File: src/rtl/chunked_subtractor_seq_pkg.sv
// Shared types for the chunked subtractor: FSM state encoding.
package chunked_subtractor_seq_pkg;

    localparam logic [1:0] ST_IDLE_ENC = 2'd0;
    localparam logic [1:0] ST_RUN_ENC  = 2'd1;
    localparam logic [1:0] ST_DONE_ENC = 2'd2;

    typedef enum logic [1:0] {
        ST_IDLE = ST_IDLE_ENC,
        ST_RUN  = ST_RUN_ENC,
        ST_DONE = ST_DONE_ENC
    } state_t;

endpackage

File: src/rtl/chunked_subtractor_seq_chunk_ripple_adder.sv
// CHUNK-bit ripple-carry adder built from a chain of 1-bit full-adder cells.
module chunk_ripple_adder #(
    parameter int CHUNK = 8
) (
    input  logic [CHUNK-1:0] a,
    input  logic [CHUNK-1:0] b,
    input  logic             cin,
    output logic [CHUNK-1:0] s,
    output logic             cout
);

    logic [CHUNK:0] c;

    assign c[0] = cin;

    for (genvar i = 0; i < CHUNK; i++) begin : g_fa
        assign s[i]   = a[i] ^ b[i] ^ c[i];
        assign c[i+1] = (a[i] & b[i]) | (a[i] & c[i]) | (b[i] & c[i]);
    end

    assign cout = c[CHUNK];

endmodule

File: src/rtl/chunked_subtractor_seq.sv
// Multi-cycle D = X - Y, CHUNK bits per RUN cycle via X + ~Y + 1 with a carry register.
module chunked_subtractor_seq
    import chunked_subtractor_seq_pkg::*;
#(
    parameter int WIDTH = 32,
    parameter int CHUNK = 8
) (
    input  logic             clk,
    input  logic             rst,
    input  logic             start_valid,
    output logic             start_ready,
    input  logic [WIDTH-1:0] X,
    input  logic [WIDTH-1:0] Y,
    output logic             done_valid,
    input  logic             done_ready,
    output logic [WIDTH-1:0] D,
    output logic             Bo,
    output logic             zero,
    output logic             ovf
);

    localparam int N    = WIDTH / CHUNK;
    localparam int IDXW = (N > 1) ? $clog2(N) : 1;
    localparam int OFFW = (WIDTH > 1) ? $clog2(WIDTH) : 1;

    state_t            state_q;
    logic [IDXW-1:0]   idx_q;
    logic              carry_q;
    logic [WIDTH-1:0]  x_q;
    logic [WIDTH-1:0]  yn_q;
    logic [WIDTH-1:0]  d_q;
    logic [WIDTH-1:0]  d_d;
    logic              bo_q, zero_q, ovf_q;
    logic              start_ready_q, done_valid_q;

    logic [OFFW-1:0]   off;
    logic [CHUNK-1:0]  sum;
    logic              cout;
    logic              last;

    assign off  = OFFW'(idx_q * CHUNK);
    assign last = (idx_q == IDXW'(N - 1));

    chunk_ripple_adder #(.CHUNK(CHUNK)) u_adder (
        .a    (x_q[off +: CHUNK]),
        .b    (yn_q[off +: CHUNK]),
        .cin  (carry_q),
        .s    (sum),
        .cout (cout)
    );

    // Full difference including the chunk being written this cycle, so flags
    // can be registered on the same edge as the final chunk.
    always_comb begin
        d_d = d_q;
        d_d[off +: CHUNK] = sum;
    end

    always_ff @(posedge clk) begin
        if (rst) begin
            state_q       <= ST_IDLE;
            idx_q         <= '0;
            carry_q       <= 1'b0;
            x_q           <= '0;
            yn_q          <= '0;
            d_q           <= '0;
            bo_q          <= 1'b0;
            zero_q        <= 1'b0;
            ovf_q         <= 1'b0;
            start_ready_q <= 1'b1;
            done_valid_q  <= 1'b0;
        end else begin
            case (state_q)
                ST_IDLE: begin
                    if (start_valid && start_ready_q) begin
                        x_q           <= X;
                        yn_q          <= ~Y;
                        carry_q       <= 1'b1;
                        idx_q         <= '0;
                        start_ready_q <= 1'b0;
                        state_q       <= ST_RUN;
                    end
                end
                ST_RUN: begin
                    d_q     <= d_d;
                    carry_q <= cout;
                    idx_q   <= last ? '0 : idx_q + 1'b1;
                    if (last) begin
                        bo_q         <= ~cout;
                        zero_q       <= (d_d == '0);
                        ovf_q        <= (x_q[WIDTH-1] != ~yn_q[WIDTH-1]) &&
                                        (d_d[WIDTH-1] != x_q[WIDTH-1]);
                        done_valid_q <= 1'b1;
                        state_q      <= ST_DONE;
                    end
                end
                ST_DONE: begin
                    if (done_ready) begin
                        done_valid_q  <= 1'b0;
                        start_ready_q <= 1'b1;
                        state_q       <= ST_IDLE;
                    end
                end
                default: begin
                    state_q       <= ST_IDLE;
                    start_ready_q <= 1'b1;
                    done_valid_q  <= 1'b0;
                end
            endcase
        end
    end

    assign start_ready = start_ready_q;
    assign done_valid  = done_valid_q;
    assign D           = d_q;
    assign Bo          = bo_q;
    assign zero        = zero_q;
    assign ovf         = ovf_q;

endmodule

File: config.mk
export PLATFORM = sky130hd
export DESIGN_NAME = chunked_subtractor_seq
export DESIGN_NICKNAME = d
export VERILOG_FILES = /design/src/rtl/chunked_subtractor_seq_pkg.sv /design/src/rtl/chunked_subtractor_seq_chunk_ripple_adder.sv /design/src/rtl/chunked_subtractor_seq.sv
export SDC_FILE = /design/constraint.sdc
export NUM_CORES = 1
export LEC_CHECK = 0
export CAP_MARGIN = 20
export CELL_PAD_IN_SITES_DETAIL_PLACEMENT = 1
export CELL_PAD_IN_SITES_GLOBAL_PLACEMENT = 1
export CORE_ASPECT_RATIO = 1.1
export CORE_UTILIZATION = 38
export CTS_CLUSTER_SIZE = 10
export DETAILED_ROUTE_END_ITERATION = 16
export GPL_TIMING_DRIVEN = 0
export HOLD_SLACK_MARGIN = 0.12
export PLACE_DENSITY = 0.83
export SETUP_SLACK_MARGIN = 0.1
export SLEW_MARGIN = 20
export SYNTH_ARGS = -nofsm -noshare
export SYNTH_HDL_FRONTEND = slang
export SYNTH_SLANG_ARGS = --single-unit
File: constraint.sdc
create_clock -name clk -period 5.6 [get_ports clk]
set_input_delay 0.56 -clock clk [delete_from_list [all_inputs] [get_ports clk]]
set_output_delay 0.56 -clock clk [all_outputs]
set_load 0.01 [all_outputs]
## After elaboration in Yosys (flattened, before gate mapping)

Cells that the tools add are included.
Widths: inputs -> output; s select.

| word-level totals | value |
|---|---|
| flip-flop bits (word level) | 106 |
| latch bits | 0 |
| RAM bits | 0 |
| memory bits (read-only) | 0 |
| input port bits | 68 |
| output and inout bits | 37 |
| memories | 0 |

| operators by class | value |
|---|---|
| add/subtract/negate cells | 2 |
| multiply operators | 0 |
| divide/modulo/power cells | 0 |
| magnitude comparators | 0 |
| equal/unequal tests | 8 |
| shift operators | 4 |
| mux-type cells | 16 |
| bitwise gates (word level) | 61 |
| reduce and logical (&&, ||, !) cells | 11 |

Operators with widths:

| cell | number |
|---|---|
| $shiftx 32x6->8 | 2 |
| $bwmux 32 | 1 |
| $logic_not 32->1 | 1 |
| $not 32->32 | 1 |
| $shift 8x7->32 const A | 1 |
| $shiftx 8x7->32 | 1 |
| $and 1x1->1 | 24 |
| $or 1x1->1 | 16 |
| $xor 1x1->1 | 16 |
| $mux 2 | 5 |
| $reduce_and 3->1 | 3 |
| $neg 5->7 | 1 |
| $ne 2x2->1 const B | 3 |
| $pmux 1 s3 | 2 |
| $pmux 2 s3 | 1 |
| $reduce_and 2->1 | 3 |
| $mux 1 | 5 |
| $eq 2x2->1 const B | 2 |
| $not 1->1 | 4 |
| $pmux 2 s2 | 1 |
| $add 2x1->2 const B | 1 |
| $eq 2x1->1 const B | 1 |
| $logic_and 1x1->1 | 2 |
| $logic_not 2->1 | 1 |
| 3 further kinds | 4 |

## Logic depth before layout (Yosys ltp)

| logic depth | value |
|---|---|
| depth in word-level cells | 27 |
| gate-level depth with buffers | 16 |

## Modules after synthesis

A second synthesis with hierarchy kept.

| second synthesis, totals | value |
|---|---|
| cell total of the unflattened synthesis | 486 |
| area total of the unflattened synthesis | 4500.6 um2 |

Modules (own cells, without submodules):

| module | instances | cells each | area an instance (um2) | sequential area each (um2) |
|---|---|---|---|---|
| chunked_subtractor_seq | 1 | 468 | 4302.9 | 2122.0 |
| chunk_ripple_adder | 1 | 18 | 197.7 | 0.0 |

## Worst setup path after synthesis

No wires, ideal clock.

| timing | value |
|---|---|
| path type | reg-to-reg |
| start | register idx_q[1] |
| end | register ovf_q, in the netlist ovf |
| arrival | 4878 ps |
| path slack | 602 ps |
| stages on the path, launching flop included | 17 |
| cell sequence | dfxtp_1 -> buf_2 -> buf_1 -> mux4_2 -> fa_1 -> inv_1 -> fa_1 -> fa_1 -> fa_1 -> fa_1 -> fa_1 -> fa_1 -> fa_1 -> nor4_4 -> mux2i_1 -> and3_1 -> o31a_1 |

| on the way | value |
|---|---|
| longest elaborated chain between the ends | 27 |

Ends and longest elaborated chain:

| element | line | source |
|---|---|---|
| from (decl) | chunked_subtractor_seq.sv:27 | `logic [IDXW-1:0] idx_q;` |
| from (signal assigned) | chunked_subtractor_seq.sv:87 | `idx_q <= last ? '0 : idx_q + 1'b1;` |
| $shiftx 32x6->8 (on tied branches) | chunked_subtractor_seq.sv:45, chunked_subtractor_seq.sv:46 |  |
| $and 1x1->1 | chunked_subtractor_seq_chunk_ripple_adder.sv:18 | `assign c[i+1] = (a[i] & b[i]) \| (a[i] & c[i]) \| (b[i] & c[i]);` |
| $or 1x1->1 (2 in a row) | chunked_subtractor_seq_chunk_ripple_adder.sv:18 |  |
| $and 1x1->1 | chunked_subtractor_seq_chunk_ripple_adder.sv:18 |  |
| $or 1x1->1 (2 in a row) | chunked_subtractor_seq_chunk_ripple_adder.sv:18 |  |
| $and 1x1->1 | chunked_subtractor_seq_chunk_ripple_adder.sv:18 |  |
| $or 1x1->1 (2 in a row) | chunked_subtractor_seq_chunk_ripple_adder.sv:18 |  |
| $and 1x1->1 | chunked_subtractor_seq_chunk_ripple_adder.sv:18 |  |
| [... 6 more ...] | n/a |  |
| $or 1x1->1 (2 in a row) | chunked_subtractor_seq_chunk_ripple_adder.sv:18 |  |
| $and 1x1->1 | chunked_subtractor_seq_chunk_ripple_adder.sv:18 |  |
| $or 1x1->1 (2 in a row) | chunked_subtractor_seq_chunk_ripple_adder.sv:18 |  |
| $xor 1x1->1 | chunked_subtractor_seq_chunk_ripple_adder.sv:17 | `assign s[i] = a[i] ^ b[i] ^ c[i];` |
| $shiftx 8x7->32 | chunked_subtractor_seq.sv:56 | `d_d[off +: CHUNK] = sum;` |
| $bwmux 32 | chunked_subtractor_seq.sv:56 |  |
| $ne 1x1->1 | chunked_subtractor_seq.sv:92 | `(d_d[WIDTH-1] != x_q[WIDTH-1]);` |
| $logic_and 1x1->1 | chunked_subtractor_seq.sv:91 | `ovf_q <= (x_q[WIDTH-1] != ~yn_q[WIDTH-1]) &&` |
| to (signal assigned) | chunked_subtractor_seq.sv:91 |  |
| to (decl) | chunked_subtractor_seq.sv:33 | `logic bo_q, zero_q, ovf_q;` |

Parallel ways exist; a longest one is shown, timed or not.
A chain may end at the register's enable or synchronous reset.

## Worst setup path in the final report

Same ends and word-level chain as after synthesis.

==> impl_results.md <==
- Antenna violations before repair: 0
- Worst Hold Class: reg2reg
- Min-delay src: x_q[21]
- Clk pin slew, worst setup/hold paths: approximately 0.070 ns
- Drt pass-1 iters: 5
- Count of final setup violators: 0
- Register area share after synthesis: a little under half
- Vias post-DR: between 4000 and 5000
- # IOs: about 110
- Drt via density: about 5.5
- Fmax: 189 MHz
- Root Driver: clkbuf_16
- Final worst slack: about 0.32 ns
- Worst r2r dst: ovf
- Leakage dissipation: approximately 2.2 nW
- Max FO, Critical Path: 10
- Iter 0 DRT Violations: approximately 230
- Nets: 696
- Status: finished clean
- Final Non-Filler Cells: approximately 770
- #FFs+latches synth: between 100 and 150
- Hold Path Depth: 2
- Cell variety after synth: between 40 and 50
- Critical Path Start Type: register
- Vias in the first global route: ~4500
- Ys flop type: dfxtp_1
- Latest clock arrival within the worst-skew pair: 0.35 ns
- Pwr dens: ~290 nW/um^2
- Max-slew violation count: 0
- Cell Area, Placed: between 5000 and 6000 sq um
- Final Core Density: a little over half
- Post-route antenna net violation count: 0
- # diodes: 0
- Async SR Flop Fraction: 0%
- Crit Path Category: reg2reg
- Placer Congestion: about 0.84
- Post-synth EDFFs: 0
- Reg2Reg Setup Slack: ~0.32 ns
- I/O Buffers: 103
- Syn Std Cell Area: 4620 sq um
- Slew margin rel.: 52.5%
- First-pass GRT wire length: approximately 23 mm
- Total gr overflow: 0
- Total core area: about 12000 sq um
- DIE HEIGHT: around 120 um
- Overall routed net length: between 10 and 15 mm
- # DRC: 0
- FP Rows: between 40 and 50
- Synth Net Count: 582
- Top cell type's share of synthesized area: 45.9%
- Initial core utilization: between 30% and 40%
- Sinks on Clock Net: around 110
- FF-to-FF Start: idx_q[1]
- Min Tclk post-route: roughly 5.3 ns
- Largest net degree at the start of global routing: 17
- Post-route cell area: between 6000 and 7000 sq um
- Fin. Hold Viols: 0
- Die area: 12600 sq um
- Pre-CTS setup slack: -0.224 ns
- Sum Neg Setup Slack: 0 ns
- Die width: 107 um
- GRT Overall Usage: between 20 and 25%
- Area growth, synth to finish: 33.1%
- Yosys Warn Count: 0
- Synthesized area per cell: between 9 and 10 sq um
- Area leader, netlist: dfxtp_1
- Period utilization: 94.3%
- Top cells by count, synth: dfxtp_1 (106), nand2_1 (74), nor2_1 (74), a21oi_1 (47), a22oi_1 (28)
- Share of cells above drive strength 1: slightly below 10%
- CTS tree: done
- RSZ-0062 raised after global routing: no
- Clock Skew: ~0.0099 ns
- Crit path DAT: around 5.5 ns
- CTS Buf Count: 9
- Gate Count Post-Synth: 500
- Critical Path RT: 5.84 ns
- Worst-case reg-to-reg path depth: 16
- Slew @ Worst Pin: just over 0.7 ns
- Placed cells: approximately 750
- Most common cell in the netlist: dfxtp_1
- HPWL after DPL: around 11 mm
- WL/cell: 18.7 um
- Max Cap Viol: 0
- Max H-tree Level: 3
- Top cells by area, synth: dfxtp_1 (46%), mux4_2 (7.8%), nand2_1 (6.0%), nor2_1 (6.0%), a21oi_1 (5.1%)
- CP endpoint kind: register
- Clock Path Buffers: 2
- Hold endpoint: x_q[21]
- Max IR drop VDD: 0.000136 V
[flip-flops by register name, indices dropped and copies added, names as in the netlist]
name         flops
state_q          2
yn_q            32
done_valid       1
carry_q          1
D               32
start_ready      1
zero             1
Bo               1
ovf              1
x_q             32
idx_q            2
[timing repair]
action / CTS / global route
pin swaps: 0 / 0
resized for setup: 3 / 2
setup buffers: 0 / 0
setup endpoints to repair: 2 / 2
hold buffers: 0 / 0
gates cloned: 0 / 0
[how the worst max path moves through the flow]
stage | startpoint | end | slack [ns] | cells after the start
3_5_place_dp | idx_q[1] | ovf | -0.22 | 16
2_1_floorplan | idx_q[1] | ovf | 0.60 | 16
6_report | idx_q[1] | ovf | 0.32 | 16
3_3_place_gp | idx_q[1] | ovf | -0.07 | 16
5_1_grt | idx_q[1] | zero | 0.12 | 16
4_1_cts | idx_q[1] | ovf | 0.14 | 16
[per-layer routing]
metal	GRT usage, %	vias up	share of wire, %
li1	-	1968	-
met3	3.05	26	4.0
met1	28.8	2075	41
met4	8.99	0	2.2
met5	0	-	0
met2	43.6	128	53
[metrics by stage]
stage / hold WS (ns) / power, mW
floorplan: 0.433 / 1.04
global placement: 0.442 / 1.17
detailed placement: 0.451 / 1.18
CTS: 0.461 / 1.82
global route: 0.478 / 1.88
finish: 0.459 / 1.81
[layout by cell type, fill, tap and decap left out, drive strengths merged, types with 2 or more instances in the layout]
cell	synthesis	layout
dfxtp	106	106
clkdlybuf4s50	0	103
nand2	75	75
nor2	74	74
a21oi	47	47
a211oi	32	32
clkbuf	18	31
a22oi	28	28
inv	25	25
mux4	16	16
buf	16	15
nor4	9	9
fa	8	8
ha	6	6
nand3b	5	5
nand3	4	4
nor3	4	4
nand2b	3	3
o21ai	3	3
clkinv	1	3
nor2b	2	2
nand4	2	2
and3	2	2
[report_power, final]
group	total, mW	switching [mW]	internal (mW)
Clock	0.638	0.278	0.359
Combinational	0.343	0.196	0.147
Sequential	0.829	0.0296	0.799
Total	1.81	0.504	1.31
[critical path, stage by stage, from the launching register on]
cell,delay [ns]
dfxtp_1,0.39
clkbuf_4,0.27
buf_4,0.25
mux4_2,0.26
fa_1,0.18
inv_1,0.05
fa_1,0.39
fa_1,0.40
fa_1,0.39
fa_1,0.39
fa_1,0.41
fa_1,0.41
fa_2,0.51
nor4_4,0.19
mux2i_1,0.18
and3_1,0.22
o31a_1,0.27
[logic make-up (layout without fill, tap and decap cells)]
| logic type | count (synthesis) | count (layout) | share of synthesized area (%) |
|---|---|---|---|
| AOI/OAI and AO/OA | 117 | 117 | 17.3 |
| adders and majority gates | 14 | 14 | 5.09 |
| buffers and inverters | 60 | 179 | 5.77 |
| DFF | 106 | 106 | 45.9 |
| muxes | 17 | 17 | 8.02 |
| and+or+nand+nor | 186 | 186 | 17.9 |
[cell type report]
type,instances,area [sq um]
repair buffers,103,1030
multi-input cells,334,2230
fillers,1315,5500
clock buffers,12,246
plain buffers,34,175
inverters,26,100
well taps,150,188
clock inverters,4,51.3
flip-flops and latches,106,2120
Note: power is estimated with default switching activity, not from simulation.
==> RTL change 1: new RTL, same settings <==
`WIDTH`: 32 -> 16.
--- a/src/rtl/chunked_subtractor_seq.sv
+++ b/src/rtl/chunked_subtractor_seq.sv
@@ -2,7 +2,7 @@
 module chunked_subtractor_seq
     import chunked_subtractor_seq_pkg::*;
 #(
-    parameter int WIDTH = 32,
+    parameter int WIDTH = 16,
     parameter int CHUNK = 8
 ) (
     input  logic             clk,
Ports: changed (resized D, X and Y); port bits go from 105 to 57. The function was not compared with the original's and may differ.
==> RTL change 1 against the original RTL <==
Die area decreased by 48%; fmax decreased by 0.92%; final cell count decreased by 45%; clock skew decreased by 0.0046 ns; setup slack got worse by 0.049 ns; cell area decreased by 47%; count of clock-buffer cells in the layout increased by 1; routed wire length decreased by 55%; sequential cell count decreased by 49; power decreased by 42%; synthesized area decreased by 48%; sequential share of layout area increased by 0.52 points.
==> RTL change 1: results (changes against the original RTL) <==
status -> complete, no violations
via count -> 2,114 (-50%)
sequential-to-total area share from yosys stat -> 0.478 (+0.0192)
pre-CTS WS -> -0.0772 ns (+0.147 ns)
Crit Path Max Fanout -> 10 (unchanged)
layout cells sized above 1 -> 0.134 (+0.0368)
largest net degree at the start of global routing -> 11 (-6)
first-pass GRT wire length -> 10,400 um (-56%)
Gate Count Post-Synth -> 271 (-46%)
Max clock buf depth -> 2 (unchanged)
CP max stage delay -> 0.52 ns
routed wire length -> 6520 um (-55%)
Inserted Clock Buffers -> 9 (unchanged)
vias in the first global route -> 2,211 (-51%)
Top FF cell, synth -> dfxtp_1
IO Port Bufs -> 55 (-47%)
Hold Path Class -> reg -> reg
initial DRC count -> 40 (-83%)
total of warnings raised by yosys -> 0 (unchanged)
Diodes inserted -> 0 (unchanged)
clock slew at reported path FFs -> 0.06 ns
clock latency on the worst-skew pair -> 0.35 ns (about the same)
Max-slew headroom -> 0.619 (+0.0942)
worst r2r path cells -> 15 (-1)
Worst VDD drop -> 193 uV (+42%)
placed cells -> 403 (-46%)
P_leak -> 1.21 nW (-45%)
Fin Clk Skew -> 0.00533 ns (-0.00456 ns)
DP HPWL -> 4670 um (-57%)
top cells by count, synth -> nand2_1, dfxtp_1, a21oi_1
DRT Pass-1 Iters -> 4 (-1)
ranking of synthesized cells by area -> dfxtp_1, nand2_1, a21oi_1
hold path depth -> 2 (unchanged)
GPL Wtd Cong -> 0.766 (-9.2%)
Total GRT Usage -> 0.212 (-0.0300)
Async SR Flop Fraction -> 0 (unchanged)
Slowest-stage cell, CP -> fa_2
WL per Instance -> 15.5 um (-17%)
root buffer cell -> clkbuf_8
Final Net Count -> 383 (-45%)
WP data arrival -> 5.61 ns (+0.09 ns)
Post-DP Area -> 3030 um2 (-48%)
Top delay family on crit path -> adder cells
count of different cell masters after synthesis -> 24 (-47%)
Post-Syn Nets -> 315 (-46%)
initial antenna violation count -> 0 (unchanged)
-- RTL change 1: per-layer routing --
metal	share of wire	global-route usage	routed length, um	vias to the layer above
li1	-	-	-	1054
met1	0.43	0.235	2830	987
met2	0.51	0.372	3310	58
met3	0.030	0.0366	195	15
met4	0.029	0.136	189	0
met5	0	0	0	-
-- RTL change 1: report_power, final --
group	internal, W	switching [W]
logic	0.000104	0.000107
registers	0.000437	0.0000213
clock network	0.000217	0.000168
total	0.000757	0.000297
-- RTL change 1: logic make-up (layout without fill, tap and decap cells) --
| family | count (synthesis) | after routing | share of synthesized area |
|---|---|---|---|
| buffers and inverters | 18 | 91 | 0.0404 |
| DFF | 57 | 57 | 0.478 |
| and+or+nand+nor | 114 | 114 | 0.197 |
| AOI/OAI and AO/OA | 58 | 58 | 0.141 |
| adders and majority gates | 8 | 8 | 0.0672 |
| muxes | 16 | 16 | 0.0755 |
-- RTL change 1: cell type report --
cell class | instances | area, um2
buffer | 17 | 105
clock buffer | 13 | 149
clock inverter | 3 | 40.0
fill | 710 | 2650
inverter | 1 | 3.75
multi-input combinational | 196 | 1160
sequential | 57 | 1140
tap | 77 | 96.3
timing repair buffer | 57 | 566
-- RTL change 1: final timing paths --
kind	from	to	slack, ns
setup / recovery	idx_q$_SDFFE_PP0P_	zero$_SDFFE_PP0P_	0.27
setup reg to reg	idx_q$_SDFFE_PP0P_	zero$_SDFFE_PP0P_	0.27
hold / removal	x_q[12]$_SDFFE_PP0P_	x_q[12]$_SDFFE_PP0P_	0.45
hold reg to reg	x_q[12]$_SDFFE_PP0P_	x_q[12]$_SDFFE_PP0P_	0.45
-- RTL change 1: timing repair --
action / 4_1_cts / 5_1_grt
setup endpoints to repair: 1 / 1
hold endpoints to repair: 0 / 0
pin swaps: 0 / 1
resized for setup: 4 / 4
buffers inserted: 0 / 2
==> RTL change 2: new RTL, same settings <==
Without the edit above. Make the reset (`rst`) asynchronous in one clocked block.
--- a/src/rtl/chunked_subtractor_seq.sv
+++ b/src/rtl/chunked_subtractor_seq.sv
@@ -56,7 +56,7 @@
         d_d[off +: CHUNK] = sum;
     end
 
-    always_ff @(posedge clk) begin
+    always_ff @(posedge clk or posedge rst) begin
         if (rst) begin
             state_q       <= ST_IDLE;
             idx_q         <= '0;
Check against the original RTL: differs if rst is asserted again (counterexample within 4 cycles, from zero or initial values and one cycle with rst high); with rst held inactive, the same outputs for 10 cycles.
==> RTL change 2 against the original RTL <==
Cell area increased by 5.6%; first-iteration DRC count down 34%; setup slack worse by 0.082 ns; sequential cell count did not move; routed wire length fell by 0.75%; clock skew fell by 0.0036 ns; synthesized area is 5.9% higher; synthesized cell count decreased by 2.4%; die area up 5.8%; highest routed layer unchanged.
Power is not compared: it rests on default switching activity, and its combinational part moved more than twofold at a synthesized area within 25%.
==> RTL change 2: results (changes against the original RTL) <==
root buffer cell -> clkbuf_16
total of warnings raised by yosys -> 0 (unchanged)
FF-to-FF End -> zero$_DFFE_PP0P_
GPL Wtd Cong -> 0.842 (-0.13%)
routed wire length -> 14,300 um (-0.75%)
vias per cell -> 5.33 (-2.4%)
layout cells sized above 1 -> 0.108 (+0.0114)
ranking of synthesized cells by area -> dfrtp_1, nand2_1, mux4_2
Post-Syn Nets -> 570 (-2.1%)
top cells by count, synth -> nand2_1, dfrtp_1, o21ai_0
Max-slew headroom -> 0.630 (+0.105)
Min-Delay Startpoint -> x_q[25]$_DFFE_PP0P_
IO Port Bufs -> 104 (+0.97%)
DP HPWL -> 10,400 um (-4.8%)
Async SR Flop Fraction -> 1.00 (+1.00)
count of different cell masters after synthesis -> 41 (-8.9%)
Max clock buf depth -> 2 (unchanged)
Final Net Count -> 686 (-1.4%)
hold path depth -> 2 (unchanged)
sequential-to-total area share from yosys stat -> 0.542 (+0.0831)
CP max stage delay -> 0.62 ns (+0.11 ns)
vias in the first global route -> 4,513 (-0.59%)
# resized after CTS -> 0 (-3)
DRT Pass-1 Iters -> 4 (-1)
Fin Clk Skew -> 0.00631 ns (-0.00358 ns)
fill count -> 1,446 (+10%)
status -> complete, no violations
initial DRC count -> 152 (-34%)
r2r setup slk -> 0.24 ns (-0.08 ns)
worst setup path start -> idx_q[0]$_DFFE_PP0P_
Top delay family on crit path -> adder cells
Top FF cell, synth -> dfrtp_1
largest net degree at the start of global routing -> 66 (+49)
first-pass GRT wire length -> 23,400 um (about the same)
Setup TNS Final -> 0 ns (unchanged)
Total GRT Usage -> 0.238 (-0.00347)
Hold EP -> x_q[25]$_DFFE_PP0P_
[RTL change 2: cell count changes after synthesis, moves of 10 or more]
cell | unedited run | this run
dfrtp_1 | 0 | 105
dfxtp_1 | 106 | 0
nor2_1 | 74 | 12
o21ai_0 | 3 | 62
a21oi_1 | 47 | 6
clkbuf_1 | 18 | 8
a211oi_1 | 24 | 1
nand2_1 | 74 | 179
a22oi_1 | 28 | 0
[RTL change 2: per-stage QoR]
| stage | utilization | instance area (um2) | worst slack, ns | instances | hold slack (ns) |
|---|---|---|---|---|---|
| after CTS | 0.515 | 6480 | 0.140 | 766 | 0.478 |
| after global placement | 0.487 | 6130 | 0.239 | 749 | 0.453 |
| after global routing | 0.516 | 6490 | 0.122 | 766 | 0.507 |
| final | 0.516 | 6490 | 0.236 | 766 | 0.471 |
| after detailed placement | 0.490 | 6160 | 0.182 | 750 | 0.461 |
| after floorplan | - | 4890 | 0.685 | 488 | 0.440 |
[RTL change 2: routing by layer]
metal | vias to the layer above | share of wire | track usage
li1 | 1857 | - | -
met1 | 2090 | 0.42 | 0.293
met5 | - | 0 | 0
met3 | 21 | 0.030 | 0.0204
met2 | 113 | 0.53 | 0.423
met4 | 0 | 0.022 | 0.102
[RTL change 2: power groups by stage]
| stage | Combinational, W | Sequential (W) | Clock, W |
|---|---|---|---|
| floorplan | 0.00118 | 0.00129 | 0 |
| global placement | 0.00194 | 0.00128 | 0 |
| detailed placement | 0.00200 | 0.00131 | 0 |
| CTS | 0.00202 | 0.00130 | 0.000699 |
| global route | 0.00222 | 0.00134 | 0.000724 |
| finish | 0.00202 | 0.00130 | 0.000690 |
[RTL change 2: area by class of cell]
type / count / area, um2 / share of cell area
Timing Repair Buffer: 105 / 1070 / 0.165
Clock inverter: 5 / 77.6 / 0.0120
Inverter: 21 / 83.8 / 0.0129
Buffer: 22 / 110 / 0.0170
Multi-Input combinational cell: 339 / 2060 / 0.317
Clock buffer: 11 / 243 / 0.0374
Tap cell: 157 / 196 / 0.0303
Sequential cell: 106 / 2650 / 0.409
[RTL change 2: kinds of logic (layout without fill, tap and decap cells)]
kind of cell | Yosys count | count (layout) | share of synthesized area
compound gates | 89 | 89 | 0.107
mux | 18 | 18 | 0.0780
flops | 106 | 106 | 0.542
fa+ha+maj | 14 | 14 | 0.0481
buf+inv | 43 | 164 | 0.0376
simple gates | 218 | 218 | 0.187
[RTL change 2: worst max path at each step]
stage | endpoint | slack (ns) | depth (start not counted)
finish | zero$_DFFE_PP0P_ | 0.24 | 16
CTS | ovf$_DFFE_PP0P_ | 0.14 | 16
detailed placement | ovf$_DFFE_PP0P_ | 0.18 | 16
floorplan | ovf$_DFFE_PP0P_ | 0.69 | 16
global route | zero$_DFFE_PP0P_ | 0.12 | 16
global placement | ovf$_DFFE_PP0P_ | 0.24 | 16
